$ cat config.mk
export PLATFORM = sky130hd
export DESIGN_NAME = timer_tick_divider
export DESIGN_NICKNAME = d
export VERILOG_FILES = /design/src/rtl/timer_pkg.sv /design/src/rtl/timer_div_channel.sv /design/src/rtl/timer_tick_divider.sv
export SDC_FILE = /design/constraint.sdc
export NUM_CORES = 1
export LEC_CHECK = 0
export ABC_CLOCK_PERIOD_IN_PS = 4500
export CAP_MARGIN = 40
export CELL_PAD_IN_SITES_DETAIL_PLACEMENT = 0
export CELL_PAD_IN_SITES_GLOBAL_PLACEMENT = 1
export CORE_AREA = 4 4 135 137
export DETAILED_ROUTE_END_ITERATION = 16
export DIE_AREA = 0 0 139 141
export GPL_ROUTABILITY_DRIVEN = 1
export GPL_TIMING_DRIVEN = 0
export PLACE_DENSITY_LB_ADDON = 0.1
export SLEW_MARGIN = 40
export SYNTH_ARGS = -nofsm -noshare
export SYNTH_HDL_FRONTEND = slang
export SYNTH_SLANG_ARGS = --single-unit
$ cat constraint.sdc
create_clock -name CLK_IN -period 4.5 [get_ports CLK_IN]
set_input_delay 0.675 -clock CLK_IN [delete_from_list [all_inputs] [get_ports CLK_IN]]
set_output_delay 0.675 -clock CLK_IN [all_outputs]
set_load 0.005 [all_outputs]
$ cat src/rtl/timer_pkg.sv
// Shared constants for the timer tick divider: output mode encodings,
// the power-on divisor and the LOAD_CH select-width helper.
package timer_pkg;

  localparam logic MODE_TOGGLE = 1'b0;
  localparam logic MODE_PULSE  = 1'b1;

  localparam int unsigned TIMER_DEFAULT_DIV = 100000;

  // Width of a channel select field; never narrower than one bit.
  function automatic int ch_sel_w(input int num_ch);
    return (num_ch > 1) ? $clog2(num_ch) : 1;
  endfunction

endpackage

$ cat src/rtl/timer_div_channel.sv
// One divider channel: divisor register, free-running counter, registered
// terminal-count tick and the divided output (square wave or pulse).
module timer_div_channel
  import timer_pkg::*;
#(
  parameter int          CNT_W       = 24,
  parameter int unsigned DEFAULT_DIV = TIMER_DEFAULT_DIV
) (
  input  logic             CLK_IN,
  input  logic             RST_N,
  input  logic             en,
  input  logic             mode,
  input  logic             load,
  input  logic [CNT_W-1:0] load_div,
  output logic             tick,
  output logic             clk_out
);

  logic [CNT_W-1:0] div;
  logic [CNT_W-1:0] cnt;
  logic [CNT_W-1:0] div_m1;
  logic             mode_q;
  logic             term;
  logic             toggle_base;

  // div is never zero, so div-1 cannot underflow. The >= compare makes any
  // counter value at or above the last count behave as terminal, so the
  // counter can never run past div-1.
  assign div_m1 = div - CNT_W'(1);
  assign term   = en && (cnt >= div_m1);

  // Leaving pulse mode restarts the square wave from a low level.
  assign toggle_base = (mode_q == MODE_PULSE) ? 1'b0 : clk_out;

  // Divisor/counter update, terminal-count tick and divided output.
  always_ff @(posedge CLK_IN or negedge RST_N) begin
    if (!RST_N) begin
      div     <= CNT_W'(DEFAULT_DIV);
      cnt     <= '0;
      tick    <= 1'b0;
      clk_out <= 1'b0;
      mode_q  <= MODE_TOGGLE;
    end else begin
      mode_q <= mode;
      if (load) begin
        // A load overrides a coincident terminal count: no tick, no toggle.
        div     <= load_div;
        cnt     <= '0;
        tick    <= 1'b0;
        clk_out <= (mode == MODE_PULSE) ? 1'b0 : toggle_base;
      end else begin
        tick <= term;
        if (en) begin
          cnt <= term ? '0 : cnt + CNT_W'(1);
        end
        if (mode == MODE_PULSE) begin
          clk_out <= term;
        end else begin
          clk_out <= toggle_base ^ term;
        end
      end
    end
  end

endmodule

$ cat src/rtl/timer_tick_divider.sv
// Multi-channel timer tick divider: decodes divisor loads, flags rejected
// loads on LOAD_ERR and instantiates one divider channel per output.
module timer_tick_divider
  import timer_pkg::*;
#(
  parameter int          NUM_CH      = 2,
  parameter int          CNT_W       = 24,
  parameter int unsigned DEFAULT_DIV = TIMER_DEFAULT_DIV,
  localparam int         CH_W        = ch_sel_w(NUM_CH)
) (
  input  logic              CLK_IN,
  input  logic              RST_N,
  input  logic [NUM_CH-1:0] EN,
  input  logic [NUM_CH-1:0] MODE,
  input  logic              LOAD,
  input  logic [CH_W-1:0]   LOAD_CH,
  input  logic [CNT_W-1:0]  LOAD_DIV,
  output logic              LOAD_ERR,
  output logic [NUM_CH-1:0] TICK,
  output logic [NUM_CH-1:0] CLK_OUT
);

  logic              ch_ok;
  logic              div_ok;
  logic              load_ok;
  logic [NUM_CH-1:0] load_hit;

  // One extra bit so NUM_CH itself is representable when NUM_CH is a power of two.
  assign ch_ok   = ({1'b0, LOAD_CH} < (CH_W+1)'(NUM_CH));
  assign div_ok  = (LOAD_DIV != '0);
  assign load_ok = LOAD && ch_ok && div_ok;

  // Rejected load flag, high for the cycle after the offending strobe.
  always_ff @(posedge CLK_IN or negedge RST_N) begin
    if (!RST_N) begin
      LOAD_ERR <= 1'b0;
    end else begin
      LOAD_ERR <= LOAD && !(ch_ok && div_ok);
    end
  end

  for (genvar i = 0; i < NUM_CH; i++) begin : g_ch
    assign load_hit[i] = load_ok && (LOAD_CH == CH_W'(i));

    timer_div_channel #(
      .CNT_W       (CNT_W),
      .DEFAULT_DIV (DEFAULT_DIV)
    ) u_ch (
      .CLK_IN   (CLK_IN),
      .RST_N    (RST_N),
      .en       (EN[i]),
      .mode     (MODE[i]),
      .load     (load_hit[i]),
      .load_div (LOAD_DIV),
      .tick     (TICK[i]),
      .clk_out  (CLK_OUT[i])
    );
  end

endmodule

==> reports/results.txt, run 1 <==
status: complete, no violations
prevailing post-synth register cell: dfrtp_1
hold crit path type: in2async
Max clock buf depth: 2
Die H: 141 um
Worst EP required: 4700 ps
Final period util: 94.5%
Layout area overhead: 15.6%
nets: 867
wire per inst: 17.4 um
post-synthesis cell type count: 53
Synth Instances: 732
Critical Path End Type: register
Final ANT Viol Nets: 0
hpwl dp: 13,500 um
leading area contributor after synthesis: dfrtp_1
LEAKAGE: 3.15 nW
IO Port Bufs: 36
TritonCTS Buffers: 9
post-detailed-route via-to-cell ratio: 5.56
core area: 0.0171 mm^2
Pint: 1.77 mW
kind of critical path: reg2reg
pre-CTS setup slack: 31.6 ps
initial core utilization: 39.2%
net switching power: 837 uW
diode count: 0
worst vdd ir: 193 uV
Ports: 37
part of the power in the clock network: 31.1%
Yosys reg bits: 103
CTS tree: done
Slew Limit Fails: 0
Worst setup SP type: register
Max Cap Viol: 0
vias in the first global route: 5,486
number of synthesized flops with an enable pin: 0
Total Power: 2.60 mW
Critical Path AT: 4450 ps
YS warnings: 0
Async SR Flop Fraction: 100%
via count: 5,629
Synth top area share: 34.1%
final hold violations: 0
top cells by area, synth: dfrtp_1 34%, ha_1 9.7%, nand2_1 7.9%
Post-Route WL: 17,600 um
fraction of layout cells with a size suffix above 1: 10.8%
Die ar.: 0.0196 mm^2
Clock Skews: 9.07 ps
Std-Cell Rows: 48
CTS Sinks: 103
Worst-Margin Slew: 677 ps
pin count of the biggest net entering global routing: 74
final setup vio count: 0
H-tree depth: 3
WHS: 179 ps
clk root buf: clkbuf_16
CTS clock-pin slew for the worst setup and hold paths: 70 ps
syn nets: 816
PwrDens: 337 mW/mm^2
combinational share of power: 22.5%
DR pass1 iterations: 4
first-pass GRT wire length: 29,200 um
Flop pwr share: 46.4%
Remaining DRCs: 0
sequential share of the synthesized area: 38.8%
post-route setup slack: 247 ps
initial antenna violation count: 0
switching share of total power: 32.1%
gp weighted congestion: 0.833
GR Overflow Total: 0
clk_lat worst skew: 350 ps
mapped cell area: 0.00668 mm^2
first-iteration detailed-routing DRC count: 423
critical path peak fanout: 10
RSZ-0062 raised after global routing: false
Final Critical Period: 4250 ps
Slew HR: 54.8%
fmax: 235 MHz
GRT Overall Usage: 18.5%
Die X: 139 um
average cell area after synthesis: 9.13 um^2
## logic make-up (layout without fill, tap and decap cells)
kind of cell             count (synthesis)  count (layout)  share of synthesized area, %
XOR/XNOR                                70              70                          9.18
adder cells (fa/ha/maj)                 52              52                          9.74
buffers and inverters                   47             103                          2.98
flip-flops                             103             103                          38.8
AO/OA/AOI/OAI                          110             110                          11.3
AND/OR/NAND/NOR                        325             325                          23.8
multiplexers                            25              25                          4.16
## state kept, by name, indices dropped and copies added, names as in the netlist
| name | count |
|---|---|
| g_ch.u_ch.cnt | 48 |
| g_ch.u_ch.clk_out | 2 |
| g_ch.u_ch.tick | 2 |
| g_ch.u_ch.div | 48 |
| LOAD_ERR | 1 |
| g_ch.u_ch.mode_q | 2 |
## routing by layer
layer,global-route usage [%],vias to the layer above,wire (um)
met5,0,-,0
met4,4.84,0,202
met3,2.95,15,687
met2,27.4,113,7580
met1,28.1,2766,9130
li1,-,2735,-
## what timing repair did
action                                  in CTS  in global routing
endpoints found under the setup margin       0                 29
hold buffers                                 0                  0
setup buffers                                0                  2
resized for setup                            0                  8
## layout make-up
class	count	area (um^2)
well taps	225	282
multi-input cells	582	3940
repair buffers	40	413
plain buffers	29	134
clock buffers	11	243
flip-flops and latches	103	2590
inverters	18	67.6
clock inverters	5	57.6
fillers	1671	9330
## final timing paths
| kind | depth (start not counted) | to | startpoint | slack, ps |
|---|---|---|---|---|
| min in group CLK_IN | 2 | g_ch[1].u_ch.div[9] | g_ch[1].u_ch.div[9] | 480 |
| max in group asynchronous | 2 | g_ch[0].u_ch.div[15] | RST_N | 3630 |
| worst min register to register | 2 | g_ch[1].u_ch.div[9] | g_ch[1].u_ch.div[9] | 480 |
| worst max register to register | 13 | g_ch[1].u_ch.cnt[14] | g_ch[1].u_ch.div[11] | 250 |
| worst max-delay path | 13 | g_ch[1].u_ch.cnt[14] | g_ch[1].u_ch.div[11] | 250 |
| worst min-delay path | 1 | g_ch[1].u_ch.cnt[7] | RST_N | 180 |
## worst max-delay path, stage by stage, from the launching register on
cell,delay (ps)
dfrtp_1,450
or4_4,550
or3_4,360
or3_4,370
nor4_4,230
xnor2_1,110
ha_1,300
nand4_1,210
or4_1,630
o31ai_4,280
or2_2,150
buf_2,180
buf_4,200
a211oi_1,90
## stage by stage
stage / cell area, um^2 / std cells / utilization, % / setup TNS, ps
4_1_cts: 7660 / 1010 / 44.9 / 0
3_5_place_dp: 7360 / 994 / 43.1 / 0
2_1_floorplan: 6680 / 732 / - / 0
5_1_grt: 7720 / 1013 / 45.3 / 0
6_report: 7720 / 1013 / 45.3 / 0
3_3_place_gp: 7320 / 993 / 42.9 / -113750
## power by group through the flow
stage	Sequential (mW)	Combinational, mW	Clock, mW
floorplan	1.17	0.422	0
global placement	1.22	0.557	0
CTS	1.20	0.590	0.833
global route	1.23	0.682	0.872
detailed placement	1.22	0.587	0
finish	1.21	0.585	0.809
## Yosys cell counts, types with 22 or more instances
cell type,instances
mux2_2,22
dfrtp_1,91
o21ai_0,27
ha_1,52
a21oi_1,24
nor3_1,34
xor2_1,36
nor2_1,38
nand2_1,141
xnor2_1,34
## layout by cell type (no fill, tap or decap), types with 7 or more instances in the layout
cell             Yosys  layout
nand2_1            141     141
nor2_1              38      37
mux2_2              22      22
or3_1               11      11
xnor2_1             34      34
a2111oi_0            7       7
o21ai_0             27      27
dfstp_2             12      12
nor4_1              20      16
xor2_1              36      36
inv_1               18      18
nor3_1              34      33
clkbuf_1            20      21
clkdlybuf4s50_1      0      35
dfrtp_1             91      91
nand4_1             20      20
or4_1               10      10
ha_1                52      52
a211oi_1            18      18
o211ai_1             8       8
clkbuf_16            0       9
buf_4                5       7
a21oi_1             24      23
nand3_1             20      20
Power figures use the tool's default switching activity.
==> inputs of run 2 (changes only) <==
--- a/config.mk
+++ b/config.mk
@@ -5,7 +5,7 @@
 export SDC_FILE = /design/constraint.sdc
 export NUM_CORES = 1
 export LEC_CHECK = 0
-export ABC_CLOCK_PERIOD_IN_PS = 4500
+export ABC_CLOCK_PERIOD_IN_PS = 4000
 export CAP_MARGIN = 40
 export CELL_PAD_IN_SITES_DETAIL_PLACEMENT = 0
 export CELL_PAD_IN_SITES_GLOBAL_PLACEMENT = 1
==> constraint.sdc (replaced) <==
create_clock -name CLK_IN -period 4 [get_ports CLK_IN]
set_input_delay 0.6 -clock CLK_IN [delete_from_list [all_inputs] [get_ports CLK_IN]]
set_output_delay 0.6 -clock CLK_IN [all_outputs]
set_load 0.005 [all_outputs]
==> reports/results.txt, run 2 (same netlist as run 1, synthesis figures left out) <==
hold crit path type: in2async (unchanged)
Layout area overhead: 19.2% (was 15.6%)
clk_lat worst skew: 350 ps (about the same)
R2R Path Start: g_ch[1].u_ch.div[13] (was g_ch[1].u_ch.div[11])
highest-count cells in the layout ignoring fill and taps: 140 x nand2_1, 90 x dfrtp_1, 52 x ha_1, 37 x nor2_1, 36 x xor2_1 (was 141 x nand2_1, 91 x dfrtp_1, 52 x ha_1, 37 x nor2_1, 36 x xor2_1)
Final period util: 99.1% (was 94.5%)
r2r setup slk: 30 ps (was 250 ps)
kind of critical path: reg2reg (unchanged)
CTS Sinks: 103 (unchanged)
Worst setup SP type: register (unchanged)
vias in the first global route: 5,551 (was 5,486)
RSZ-0062 raised after global routing: true (was false)
Final Critical Period: 3970 ps (was 4250 ps)
LEAKAGE: 3.24 nW (was 3.15 nW)
Worst-Margin Slew: 769 ps (was 677 ps)
finished layout cell area: 0.00796 mm^2 (was 0.00772 mm^2)
GRT Overall Usage: 18.7% (was 18.5%)
PwrDens: 375 mW/mm^2 (was 337 mW/mm^2)
CTS clock-pin slew for the worst setup and hold paths: 70 ps (about the same)
Total Power: 2.99 mW (was 2.60 mW)
IO Port Bufs: 36 (unchanged)
GR Overflow Total: 0 (unchanged)
Worst EP required: 4240 ps (was 4700 ps)
M3 GR Usage: 2.99% (was 2.95%)
Slew HR: 47.4% (was 54.8%)
Std-Cell Rows: 48 (unchanged)
nets: 880 (was 867)
Remaining DRCs: 0 (unchanged)
gp weighted congestion: 0.833 (unchanged)
wire per inst: 17.7 um (was 17.4 um)
pin count of the biggest net entering global routing: 74 (unchanged)
Die ar.: 0.0196 mm^2 (unchanged)
first-iteration detailed-routing DRC count: 368 (was 423)
TritonCTS Buffers: 9 (unchanged)
Die H: 141 um (unchanged)
worst vdd ir: 228 uV (was 193 uV)
fraction of layout cells with a size suffix above 1: 14.4% (was 10.8%)
net switching power: 969 uW (was 837 uW)
final setup vio count: 0 (unchanged)
part of the power in the clock network: 30.6% (was 31.1%)
Max Cap Viol: 0 (unchanged)
switching share of total power: 32.4% (was 32.1%)
hpwl dp: 13,500 um (unchanged)
initial antenna violation count: 0 (unchanged)
Clock Skews: 8.22 ps (was 9.07 ps)
global routing's busiest layer: met1 (unchanged)
H-tree depth: 3 (unchanged)
Pint: 2.02 mW (was 1.77 mW)
core area: 0.0171 mm^2 (unchanged)
Max clock buf depth: 2 (unchanged)
Die X: 139 um (unchanged)
Slew Limit Fails: 0 (unchanged)
critical path startpoint: g_ch[1].u_ch.div[13] (was g_ch[1].u_ch.div[11])
DR pass1 iterations: 5 (was 4)
fmax: 252 MHz (was 235 MHz)
Largest regs: g_ch.u_ch.cnt x48, g_ch.u_ch.div x48 (unchanged)
clk root buf: clkbuf_16 (unchanged)
post-detailed-route via-to-cell ratio: 5.58 (was 5.56)
CTS tree: done (unchanged)
Final ANT Viol Nets: 0 (unchanged)
diode count: 0 (unchanged)
placed cell area: 0.00736 mm^2 (unchanged)
most common cell after layout, fill and taps aside: nand2_1 (unchanged)
via count: 5,720 (was 5,629)
initial core utilization: 39.2% (unchanged)
final hold violations: 0 (unchanged)
Flop pwr share: 45.6% (was 46.4%)
first-pass GRT wire length: 29,600 um (was 29,200 um)
met1 usage: 28.3% (was 28.1%)
combinational share of power: 23.8% (was 22.5%)
Post-Route WL: 18,200 um (was 17,600 um)
Critical Path End Type: register (unchanged)
M2 GR Usage: 27.6% (was 27.4%)
Ports: 37 (unchanged)
critical path peak fanout: 5 (was 10)
status: complete, no violations (unchanged)
Critical Path AT: 4200 ps (was 4450 ps)
==> run 2: final timing paths <==
kind	end	cells after the start
min reg2reg	g_ch[1].u_ch.div[9]	2
max reg2reg	g_ch[1].u_ch.cnt[6]	12
min in group CLK_IN	g_ch[1].u_ch.div[9]	2
max	g_ch[1].u_ch.cnt[6]	12
min	g_ch[1].u_ch.cnt[7]	1
max in group asynchronous	g_ch[0].u_ch.div[15]	2
==> run 2: power by group through the flow <==
stage	clock [mW]	sequential, mW	combinational [mW]
2_1_floorplan	0	1.31	0.475
3_3_place_gp	0	1.37	0.627
3_5_place_dp	0	1.37	0.661
4_1_cts	0.937	1.36	0.689
5_1_grt	0.977	1.39	0.821
6_report	0.912	1.36	0.711
==> run 2: stage by stage <==
stage	hold slack, ps	setup WS, ps	setup TNS, ps	util (%)	instances
2_1_floorplan	304	88.6	0	-	732
3_3_place_gp	467	-1690	-166840	42.9	993
3_5_place_dp	467	-468	-12370	43.1	994
4_1_cts	98.6	0.138	0	45.7	1018
5_1_grt	108	-59.2	-330	46.7	1026
6_report	98.2	34.6	0	46.7	1026
==> run 2: area by class of cell <==
| type | instances | area [um^2] |
|---|---|---|
| Multi-Input combinational cell | 582 | 4040 |
| Clock inverter | 5 | 57.6 |
| Tap cell | 225 | 282 |
| Sequential cell | 103 | 2590 |
| Inverter | 18 | 67.6 |
| Fill cell | 1674 | 9090 |
| Timing Repair Buffer | 55 | 539 |
| Buffer | 27 | 135 |
| Clock buffer | 11 | 243 |
==> run 2: metal layers <==
layer	wire [um]	share of wire (%)
met5	0	0
met4	257	1.4
met3	732	4.0
met2	7820	43
met1	9350	51
==> run 2: critical path: stages, from the launching register on <==
cell and delay (ps):
dfrtp_1 420, or4_4 560, or3_4 360, or3_4 370, nor4_4 230, xnor2_1 110
ha_1 300, nand4_1 150, or4_4 580, o31ai_4 280, buf_6 190, a2111oi_1 60
a31o_2 260
==> run 2: what timing repair did <==
action                                 in CTS  in global routing
endpoints found under the hold margin       0                  0
setup buffers                               9                  7
hold buffers                                0                  0
gates resized for setup                    17                 27
cloned                                      0                  2
setup endpoints to repair                  46                 39
pin swaps                                   9                  6
